File: src/rtl/w_slice_bcast.sv
// Weight slice broadcaster: holds one packed weight word and emits it as broadcast
// beats (one element, two elements, or the whole word per beat) through a registered output.
module w_slice_bcast #(
  parameter int LANES  = 4,
  parameter int ELEM_W = 8,
  localparam int WORD_W = LANES * ELEM_W,
  localparam int PTR_W  = $clog2(LANES)
) (
  input  logic              clk,
  input  logic              nRST,
  input  logic [2:0]        input_bitwidth,
  input  logic              in_valid,
  output logic              in_ready,
  input  logic [WORD_W-1:0] data_in,
  output logic              out_valid,
  input  logic              out_ready,
  output logic [WORD_W-1:0] data_out,
  output logic              out_last,
  output logic              err_mode,
  output logic [15:0]       skip_cnt
);

  typedef enum logic [0:0] {IDLE = 1'b0, SLICE = 1'b1} state_t;

  state_t              state_q, state_d;
  logic [PTR_W-1:0]    rd_ptr_q, rd_ptr_d;
  logic [WORD_W-1:0]   word_q, word_d;
  logic [2:0]          mode_q, mode_d;
  logic [WORD_W-1:0]   dout_q, dout_d;
  logic                vld_q, vld_d;
  logic                last_q, last_d;
  logic                err_q, err_d;
  logic [15:0]         skip_q, skip_d;

  logic                load_ok_s;
  logic                cur_last_s;
  logic                in_ready_s;
  logic                acc_s;
  logic                word_zero_s;
  logic                mode_bad_s;

  // Index of the final beat of a word for a given (legal) mode.
  function automatic logic [PTR_W-1:0] last_idx(input logic [2:0] m);
    logic [PTR_W-1:0] r;
    case (m)
      3'b100:  r = PTR_W'(LANES - 1);
      3'b010:  r = PTR_W'(LANES / 2 - 1);
      default: r = '0;
    endcase
    return r;
  endfunction

  // Build beat p of word w: replicate one element, replicate a pair per half, or pass through.
  function automatic logic [WORD_W-1:0] make_beat(input logic [WORD_W-1:0] w,
                                                  input logic [2:0]        m,
                                                  input logic [PTR_W-1:0]  p);
    logic [WORD_W-1:0] b;
    logic [ELEM_W-1:0] e_lo;
    logic [ELEM_W-1:0] e_hi;
    int                pi;
    pi   = int'(p);
    b    = '0;
    e_lo = '0;
    e_hi = '0;
    case (m)
      3'b100: begin
        e_lo = w[pi*ELEM_W +: ELEM_W];
        for (int k = 0; k < LANES; k++) b[k*ELEM_W +: ELEM_W] = e_lo;
      end
      3'b010: begin
        e_lo = w[(2*pi)*ELEM_W +: ELEM_W];
        e_hi = w[(2*pi+1)*ELEM_W +: ELEM_W];
        for (int k = 0; k < LANES / 2; k++) begin
          b[k*ELEM_W +: ELEM_W]               = e_lo;
          b[(k+LANES/2)*ELEM_W +: ELEM_W]     = e_hi;
        end
      end
      default: b = w;
    endcase
    return b;
  endfunction

  assign load_ok_s   = !vld_q || out_ready;
  assign cur_last_s  = (rd_ptr_q == last_idx(mode_q));
  assign in_ready_s  = (state_q == IDLE) || (load_ok_s && cur_last_s);
  assign acc_s       = in_valid && in_ready_s;
  assign word_zero_s = (data_in == '0);
  assign mode_bad_s  = !$onehot(input_bitwidth);

  // Next-state: advance the held word, then overlay the effect of an accepted word.
  always_comb begin
    state_d  = state_q;
    rd_ptr_d = rd_ptr_q;
    word_d   = word_q;
    mode_d   = mode_q;
    dout_d   = dout_q;
    vld_d    = vld_q && !out_ready;
    last_d   = last_q;
    err_d    = 1'b0;
    skip_d   = skip_q;

    case (state_q)
      SLICE: begin
        if (load_ok_s) begin
          dout_d = make_beat(word_q, mode_q, rd_ptr_q);
          vld_d  = 1'b1;
          last_d = cur_last_s;
          if (cur_last_s) begin
            state_d  = IDLE;
            rd_ptr_d = '0;
          end else begin
            rd_ptr_d = rd_ptr_q + PTR_W'(1);
          end
        end else begin
          rd_ptr_d = rd_ptr_q;
        end
      end
      IDLE: begin
        rd_ptr_d = '0;
      end
      default: begin
        state_d  = IDLE;
        rd_ptr_d = '0;
      end
    endcase

    if (acc_s) begin
      if (word_zero_s) begin
        if (skip_q != 16'hFFFF) begin
          skip_d = skip_q + 16'd1;
        end else begin
          skip_d = skip_q;
        end
      end else if (mode_bad_s) begin
        err_d = 1'b1;
      end else begin
        word_d = data_in;
        mode_d = input_bitwidth;
        // From IDLE with a free output register the first beat goes out next cycle.
        if ((state_q == IDLE) && load_ok_s) begin
          dout_d = make_beat(data_in, input_bitwidth, '0);
          vld_d  = 1'b1;
          last_d = (last_idx(input_bitwidth) == '0);
          if (last_idx(input_bitwidth) == '0) begin
            state_d  = IDLE;
            rd_ptr_d = '0;
          end else begin
            state_d  = SLICE;
            rd_ptr_d = PTR_W'(1);
          end
        end else begin
          state_d  = SLICE;
          rd_ptr_d = '0;
        end
      end
    end else begin
      err_d = 1'b0;
    end
  end

  // State and output registers.
  always_ff @(posedge clk or negedge nRST) begin
    if (!nRST) begin
      state_q  <= IDLE;
      rd_ptr_q <= '0;
      word_q   <= '0;
      mode_q   <= 3'b000;
      dout_q   <= '0;
      vld_q    <= 1'b0;
      last_q   <= 1'b0;
      err_q    <= 1'b0;
      skip_q   <= 16'd0;
    end else begin
      state_q  <= state_d;
      rd_ptr_q <= rd_ptr_d;
      word_q   <= word_d;
      mode_q   <= mode_d;
      dout_q   <= dout_d;
      vld_q    <= vld_d;
      last_q   <= last_d;
      err_q    <= err_d;
      skip_q   <= skip_d;
    end
  end

  assign in_ready  = in_ready_s;
  assign out_valid = vld_q;
  assign data_out  = dout_q;
  assign out_last  = last_q;
  assign err_mode  = err_q;
  assign skip_cnt  = skip_q;

endmodule

File: config.mk
export PLATFORM = sky130hd
export DESIGN_NAME = w_slice_bcast
export DESIGN_NICKNAME = d
export VERILOG_FILES = /design/src/rtl/w_slice_bcast.sv
export SDC_FILE = /design/constraint.sdc
export NUM_CORES = 1
export LEC_CHECK = 0
export BUFFER_PORTS_ARGS = -buffer_cell sky130_fd_sc_hd__buf_2
export CAP_MARGIN = 20
export CORE_MARGIN = 10
export CORE_UTILIZATION = 50
export DETAILED_ROUTE_END_ITERATION = 12
export GPL_ROUTABILITY_DRIVEN = 0
export PLACE_DENSITY = 0.84
export SLEW_MARGIN = 20
export SYNTH_ARGS = -nofsm -noshare
export SYNTH_HDL_FRONTEND = slang
export SYNTH_SLANG_ARGS = --single-unit
File: constraint.sdc
create_clock -name clk -period 3.2 [get_ports clk]
set_input_delay 0.16 -clock clk [delete_from_list [all_inputs] [get_ports clk]]
set_output_delay 0.16 -clock clk [all_outputs]
set_load 0.05 [all_outputs]
==> metrics.md <==
| Metric | Value |
|---|---|
| WL/cell | `20.5 um` |
| Top cell type's share of synthesized area | `43.5%` |
| CP max stage delay | `0.58 ns` |
| FP Rows | `36` |
| Clk sinks | `89` |
| Post-synth EDFFs | `0` |
| Critical Path RT | `3.04 ns` |
| N_diodes | `0` |
| Yosys Warn Count | `0` |
| Layout area overhead | `15.9%` |
| Largest net degree at the start of global routing | `56` |
| Leak | `2.70 nW` |
| Final WL | `14200 um` |
| Post-CTS Setup Inserts | `0` |
| Post-Layout Cell Count | `694` |
| Critical-path top delay cell | `or4b_1` |
| Crit. End Element | `output pin` |
| VDD IR max | `500 uV` |
| Drt drc | `0` |
| Post-Syn Area | `5120 sq um` |
| H-tree depth | `3` |
| Vias per cell | `6.12` |
| Top-count cell post-synth | `dfrtp_1` |
| CTS tree | `built` |
| Clock skew | `0.0109 ns` |
| Crit-path cells | `or4b_1, buf_4, nand2_1, a21oi_1, o21ai_0, buf_2` |
| Cell variety after synth | `42` |
| Final hold vios | `0` |
| Final core utilization | `60.2%` |
| Routed vias | `4247` |
| R2r startpoint | `mode_q[2]` |
| Final hold slack | `0.0654 ns` |
| R2r setup slk | `0.65 ns` |
| PwrDens | `1010 nW/um^2` |
| Overall routing resource usage | `19.4%` |
| Post-synthesis instance total | `473` |
| Final slew viol count | `0` |
| Vias in the first global route | `4378` |
| Pre-Repair DR Iteration Count | `5` |
| Crit. Startpoint | `mode_q[2]` |
| Arr. time, crit path | `2.59 ns` |
| Maximum fanout along the worst path | `17` |
| Ys flop type | `dfrtp_1` |
| Die Footprint | `14700 sq um` |
| Io pins | `91` |
| Final setup fails | `0` |
| Clock-pin slew on the worst setup and hold paths | `0.09 ns` |
| Maximum capacitance violations | `0` |
| RSZ-0062 raised after global routing | `no` |
| Final Net Count | `597` |
| Initial antenna violation count | `0` |
| Ratio of final minimum period to clock period | `85.8%` |
| Share of cells above drive strength 1 | `33.0%` |
| Worst-Margin Slew | `0.965 ns` |
| Crit-path leading delay family | `simple AND/OR/NAND/NOR gates` |
| Die X | `121 um` |
| Core area | `9860 sq um` |
| Synth Net Count | `514` |
| Syn avg cell area | `10.8 sq um` |
| Hpwl dp | `10600 um` |
| Ys async rst share | `100%` |
| ANT nets after route | `0` |
| FMAX | `364 MHz` |
| Num CTS Buffers | `9` |
| Global-route wire length before repair | `23000 um` |
| Clock latency at the later pin of the worst-skew pair | `0.37 ns` |
| Root buf cell | `clkbuf_8` |
| Tightest Hold Check Type | `in2reg` |
| Area leader, netlist | `dfrtp_1` |
| Max-slew headroom | `35.5%` |
| Commonest cells post-synth | `89 x dfrtp_1, 40 x nand2_1, 35 x a21oi_1` |
| Startpoint types | `register` |
| Die height | `121 um` |
| Starting Density | `51.9%` |
| Area contributors post-synth | `dfrtp_1 43%, mux2_4 8.2%, mux2_2 5.5%, mux2i_1 5.1%, mux4_2 3.5%` |
| Critical path class | `reg2out` |
| Tmin final | `2.75 ns` |
| Buf+Inv Stages, Crit Path | `2` |
| Overall Power | `5.99 mW` |
| Register area share after synthesis | `43.5%` |
| Synth Register Bits | `89` |
| Setup TNS Final | `0 ns` |
| Fill cells | `804` |
| Dpl cells | `677` |
| Hold_sp | `data_in[18]` |
| GRT Residual Overflow | `0` |
| DRT iter0 DRCs | `242` |
| Port bufs | `90` |
| Outcome | `complete, no violations` |
| Clk buf depth | `2` |
==> placed cells by master, fill, tap and decap left out, types with 2 or more instances in the layout <==
master	instances
o211ai_1	8
or2_2	2
bufinv_16	3
xnor2_1	14
o22ai_1	16
nand4_1	17
nor2b_1	4
o31ai_1	8
o2bb2ai_1	9
o211a_1	8
buf_2	89
mux4_2	8
mux2_4	28
a21oi_1	34
nand2_1	40
buf_4	14
dfrtp_1	89
nor3_1	3
nor4_1	8
clkbuf_8	10
mux2_2	25
inv_1	3
nand3_1	11
o21ai_0	2
and3_1	12
o21a_1	16
nor2_1	31
and2_1	2
nand2b_1	4
mux2i_1	26
==> where the power goes <==
part	switching (mW)	internal, mW
clock network	0.401	0.539
logic	1.88	1.14
registers	0.430	1.59
total	2.71	3.28
==> metrics by stage <==
stage	instance area (sq um)	setup slack [ns]
after floorplan	5120	0.349
after global placement	5680	0.739
after detailed placement	5680	0.653
after CTS	5940	0.447
after global routing	5940	0.266
final	5940	0.453
==> sequential cells by signal (all words and copies together) (netlist names) <==
name	count
mode_q	3
err_mode	1
skip_cnt	16
word_q	32
out_valid	1
state_q	1
data_out	32
rd_ptr_q	2
out_last	1
==> repair_timing <==
| action | in CTS | in global routing |
|---|---|---|
| gates resized for setup | 0 | 0 |
| endpoints found under the hold margin | 53 | 0 |
| hold buffers | 1 | 0 |
==> routing by layer <==
metal  global-route usage, %  share of wire [%]  up-vias
met1                    25.0                 44     2092
met3                    5.77                8.0       29
met4                    7.82                2.3        0
met2                    30.0                 46      202
met5                       0                  0        -
li1                        -                  -     1924
==> area by class of cell <==
class                      instances  area (sq um)  area share, %
multi-input combinational        348          2720           45.9
clock buffer                      11           141           2.38
tap                              133           166           2.80
sequential                        89          2230           37.5
inverter                           4          15.0          0.253
timing repair buffer             104           561           9.44
clock inverter                     5           103           1.73
==> cell families (layout without fill, tap and decap cells) <==
kind of cell             count (synthesis)  count (layout)  synth area share [%]
AND/OR/NAND/NOR                        138             138                  13.5
buffers and inverters                   36             124                  3.44
AO/OA/AOI/OAI                          106             106                  14.1
XOR/XNOR                                15              15                  2.56
multiplexers                            87              87                  22.3
flip-flops                              89              89                  43.5
adder cells (fa/ha/maj)                  2               2                 0.635
==> path summary, 6_finish.rpt <==
path / endpoint / cells after the start
max in group asynchronous: word_q[26] / 3
min in group asynchronous: skip_cnt[15] / 2
setup / recovery: in_ready / 6
hold reg to reg: skip_cnt[15] / 1
hold / removal: word_q[18] / 2
setup reg to reg: word_q[26] / 5
Note: power is estimated with default switching activity, not from simulation.
